==> src/rtl/led_chaser_if.sv <==
// Step inputs from the blink stage toward the LED chaser, and the registered LED drive back.
// master drives blink_in/enable/mode; slave (the chaser) drives leds/wrap.
interface led_chaser_if #(
   parameter int WIDTH = 8
);
   logic             blink_in;
   logic             enable;
   logic [1:0]       mode;
   logic [WIDTH-1:0] leds;
   logic             wrap;

   modport master (output blink_in, enable, mode, input leds, wrap);
   modport slave  (input blink_in, enable, mode, output leds, wrap);
endinterface

==> src/rtl/led_chaser.sv <==
// One-hot LED chaser stepped by blink_in rises (hold/rotl/rotr/bounce); optional PWM dimming via LED_DIM_EN.
// pattern updates on the detecting edge, leds/wrap one cycle later; no backpressure, steps are never stalled.
module led_chaser #(
   parameter int WIDTH     = 8,
   parameter int DUTY_BITS = 4,
   parameter int DUTY      = 8
) (
   input logic          clk,
   input logic          rst,
   led_chaser_if.slave  bus
);
   typedef enum logic {LEFT = 1'b0, RIGHT = 1'b1} dir_t;

   if (WIDTH < 2 || DUTY_BITS < 1 || DUTY_BITS > 31 || DUTY < 0) begin : g_param_check
      $error("led_chaser: illegal parameter combination");
   end

   logic             blink_d;
   logic [WIDTH-1:0] pattern;
   logic [WIDTH-1:0] pattern_nxt;
   dir_t             dir;
   dir_t             dir_nxt;
   logic             wrap_nxt;
   logic             wrap_pend;
   logic [WIDTH-1:0] leds_q;
   logic             wrap_q;
   logic             lit;
   logic             step;
   logic             take;
   logic [WIDTH-1:0] rotl;
   logic [WIDTH-1:0] rotr;

   assign step = bus.blink_in & ~blink_d;
   assign take = step & bus.enable & (bus.mode != 2'b00);
   assign rotl = {pattern[WIDTH-2:0], pattern[WIDTH-1]};
   assign rotr = {pattern[0], pattern[WIDTH-1:1]};

   always_ff @(posedge clk or posedge rst) begin
      if (rst) begin
         dir <= LEFT;
      end else begin
         dir <= dir_nxt;
      end
   end

   // Rotating is also correct for bounce: away from the ends it equals a plain shift.
   always_comb begin
      pattern_nxt = pattern;
      dir_nxt     = dir;
      wrap_nxt    = 1'b0;
      if (take) begin
         unique case (bus.mode)
            2'b01: begin
               pattern_nxt = rotl;
               dir_nxt     = LEFT;
               wrap_nxt    = pattern[WIDTH-1];
            end
            2'b10: begin
               pattern_nxt = rotr;
               dir_nxt     = RIGHT;
               wrap_nxt    = pattern[0];
            end
            2'b11: begin
               if (dir == LEFT && pattern[WIDTH-1]) begin
                  dir_nxt     = RIGHT;
                  pattern_nxt = rotr;
                  wrap_nxt    = 1'b1;
               end else if (dir == RIGHT && pattern[0]) begin
                  dir_nxt     = LEFT;
                  pattern_nxt = rotl;
                  wrap_nxt    = 1'b1;
               end else if (dir == LEFT) begin
                  pattern_nxt = rotl;
               end else begin
                  pattern_nxt = rotr;
               end
            end
            default: ;
         endcase
      end
   end

`ifdef LED_DIM_EN
   logic [DUTY_BITS-1:0] pwm_cnt;

   always_ff @(posedge clk or posedge rst) begin
      if (rst) begin
         pwm_cnt <= '0;
      end else begin
         pwm_cnt <= pwm_cnt + 1'b1;
      end
   end

   // DUTY at or above the period length leaves the comparison always true.
   assign lit = 32'(pwm_cnt) < 32'(DUTY);
`else
   assign lit = 1'b1;
`endif

   // wrap_pend delays the wrap flag so it lines up with the leds update.
   always_ff @(posedge clk or posedge rst) begin
      if (rst) begin
         blink_d   <= 1'b0;
         pattern   <= WIDTH'(1);
         wrap_pend <= 1'b0;
         leds_q    <= '0;
         wrap_q    <= 1'b0;
      end else begin
         blink_d   <= bus.blink_in;
         pattern   <= pattern_nxt;
         wrap_pend <= wrap_nxt;
         leds_q    <= lit ? pattern : '0;
         wrap_q    <= wrap_pend;
      end
   end

   assign bus.leds = leds_q;
   assign bus.wrap = wrap_q;
endmodule

==> src/flat_wrapper.sv <==
// flat-port wrapper written by rule: the top's interface ports become plain ports
module led_chaser_flat 
#(
   parameter int WIDTH     = 8,
   parameter int DUTY_BITS = 4,
   parameter int DUTY      = 8
)
  (clk, rst, bus_blink_in, bus_enable, bus_mode, bus_leds, bus_wrap);
  led_chaser_if #(.WIDTH(WIDTH)) bus_i ();
  input logic clk;
  input logic rst;
  input wire logic [$bits(bus_i.blink_in)-1:0] bus_blink_in;
  input wire logic [$bits(bus_i.enable)-1:0] bus_enable;
  input wire logic [$bits(bus_i.mode)-1:0] bus_mode;
  output wire logic [$bits(bus_i.leds)-1:0] bus_leds;
  output wire logic [$bits(bus_i.wrap)-1:0] bus_wrap;
  assign bus_i.blink_in = bus_blink_in;
  assign bus_i.enable = bus_enable;
  assign bus_i.mode = bus_mode;
  assign bus_leds = bus_i.leds;
  assign bus_wrap = bus_i.wrap;
  led_chaser #(.WIDTH(WIDTH), .DUTY_BITS(DUTY_BITS), .DUTY(DUTY)) u_core (.clk(clk), .rst(rst), .bus(bus_i));
endmodule
==> config.mk <==
export PLATFORM = sky130hd
export DESIGN_NAME = led_chaser_flat
export DESIGN_NICKNAME = d
export VERILOG_FILES = /design/src/rtl/led_chaser_if.sv /design/src/rtl/led_chaser.sv /design/src/flat_wrapper.sv
export SDC_FILE = /design/constraint.sdc
export NUM_CORES = 1
export LEC_CHECK = 0
export ABC_AREA = 1
export CAP_MARGIN = 20
export CORE_ASPECT_RATIO = 1.5
export CORE_MARGIN = 2
export CORE_UTILIZATION = 25
export DETAILED_ROUTE_END_ITERATION = 8
export PLACE_DENSITY_LB_ADDON = 0.2
export SLEW_MARGIN = 20
export SYNTH_ARGS = -nofsm -noshare
export SYNTH_HDL_FRONTEND = slang
export SYNTH_SLANG_ARGS = --single-unit
==> constraint.sdc <==
create_clock -name clk -period 1.83 [get_ports clk]
set_input_delay 0.366 -clock clk [delete_from_list [all_inputs] [get_ports clk]]
set_output_delay 0.366 -clock clk [all_outputs]
set_load 0.03 [all_outputs]
==> qor.csv <==
metric;value;unit
status;completed;
Pre-antenna DRT Iters;4;
WL/cell;10.9;µm
Static Leakage;0.000571;µW
FP Rows;26;
final RePlAce weighted congestion;0.845;
Mapped Nets;108;
vias in the first global route;663;
critical path, cell by cell;clkdlybuf4s50_1;
peak supply drop;0.000657;V
vias per std cell;4.39;
met1 Use GR;14.0;%
CTS tree;built;
Tightest Hold Check Type;register to register;
initial antenna violation count;0;
CTS H-tree depth;1;
Initial DRC Count;35;
first-pass GRT wire length;3150;µm
M3 GR Usage;1.73;%
met2 Use GR;15.4;%
Sum Neg Setup Slack;0;ps
CTS Buf Count;3;
synth unique cells;17;
max_cap viols;0;
drc violations;0;
yosys warns;0;
CP arrival;1250;ps
max-slew violations;0;
maximum fanout along the worst path;1;
RSZ-0062 raised after global routing;false;
largest net degree at the start of global routing;21;
total congestion overflow;0;
die footprint;4090;µm²
Slew HR;79.0;%
HPWL after DPL;1340;µm
core footprint;3420;µm²
clk buf depth;2;
die height;77.4;µm
synthesized flop and latch total;20;
period utilisation layout;88.1;%
crit path time final;1610;ps
Chip Width;52.9;µm
clock sinks;20;
crit start category;register;
Worst Path Buf+Inv;1;
# resized after CTS;0;
cell count after synthesis;102;
Post-CTS Hold Fix Bufs;0;
total track usage;10.2;%
Hold Fails Final Rpt;0;
mapped cell area;897;µm²
Vias;720;
fin nets;129;
Initial Utilization;26.3;%
fmax;0.620;GHz
top-level port count;15;
drt total wl;1790;µm
Setup crit end kind;output port;
Util after Layout;33.7;%
Setup violations, final;0;
Final ANT Viol Nets;0;
Setup Skew;2.10;ps
port buffer count;14;
ANT cells;0;
commonest non-fill, non-tap cell in the layout;nand2_1;
busiest grt layer;met2;
Crit-path slowest cell;clkdlybuf4s50_1;
Worst-path clk slew;70;ps
Crit path required time;1460;ps
Cell Pwr Density;1270;nW/µm²
P&R area growth vs syn;28.5;%
post-synthesis sequential area ratio;55.9;%
most frequent cells in the layout;nand2_1, dfrtp_1, clkdlybuf4s50_1;
# Post-CTS Setup Buffers;0;
CP Class;register to output port;
worst slew pin tran;314;ps
Top delay family on crit path;buffers and inverters;
Clk Latency, worst-skew pair;250;ps
CP max stage delay;670;ps
root buf cell;clkbuf_8;
layout cell share with drive strength beyond 1;12.3;%
post-synthesis average cell area;8.80;µm²
## layout make-up
| type | count | area [µm²] |
|---|---|---|
| Fill cell | 360 | 2260 |
| Sequential cell | 20 | 502 |
| Multi-Input combinational cell | 68 | 328 |
| Timing Repair Buffer | 18 | 170 |
| Clock buffer | 4 | 55.1 |
| Tap cell | 42 | 52.6 |
| Inverter | 12 | 45.0 |
## cell usage after synthesis
library cell / n / area [µm²]
buf_6: 2 / 22.5
o21ai_0: 3 / 15.0
nor2_2: 1 / 6.26
dfrtp_1: 19 / 475
nor2_1: 7 / 26.3
inv_1: 12 / 45.0
o21bai_1: 1 / 7.51
nand3_1: 9 / 45.0
a21oi_1: 3 / 15.0
nand2_2: 1 / 6.26
dfstp_2: 1 / 26.3
nor2_4: 1 / 11.3
nand4_1: 4 / 25.0
o211ai_1: 1 / 7.51
nand3_2: 3 / 30.0
nand2_1: 32 / 120
a31oi_1: 2 / 12.5
## through the flow
step	cell area [µm²]	worst slack, ps	hold WS [ps]	power [µW]	std cells
2_1_floorplan	897	730	329	962	102
3_3_place_gp	1100	162	338	1150	160
3_5_place_dp	1100	142	338	1150	160
4_1_cts	1150	204	356	1490	164
5_1_grt	1150	160	373	1580	164
6_report	1150	218	351	1470	164
## cell families (layout without fill, tap and decap cells)
group,Yosys count,after routing,share of synthesized area (%)
AO/OA/AOI/OAI,10,10,6.42
buffers and inverters,14,34,7.53
flip-flops,20,20,55.9
AND/OR/NAND/NOR,58,58,30.1
## final timing paths
check	start	to	slack (ps)	cells after the start
max	u_core.bus.leds[4]	bus_leds[4]	220	1
max in group asynchronous	rst	u_core.pattern[0]	1130	3
min in group asynchronous	rst	u_core.bus.wrap	430	3
max reg2reg	u_core.pattern[0]	u_core.pattern[3]	560	7
min reg2reg	u_core.wrap_pend	u_core.bus.wrap	350	0
min	u_core.wrap_pend	u_core.bus.wrap	350	0
## metal layers
metal  wire length, µm  vias to the layer above
met1               796                      335
li1                  -                      368
met3                66                        2
met2               906                       15
met4                22                        0
met5                 0                        -
## flip-flops by register name (all words and copies together) (netlist names)
name	cells
u_core.blink_d	1
u_core.bus.leds	8
u_core.bus.wrap	1
u_core.dir	1
u_core.pattern	8
u_core.wrap_pend	1
## power breakdown
part / internal (µW) / switching (µW) / leakage, µW
Clock: 191 / 139 / 0.0000288
Sequential: 565 / 97.5 / 0.000244
Combinational: 195 / 282 / 0.000297
Total: 950 / 519 / 0.000571
Power figures use the tool's default switching activity.
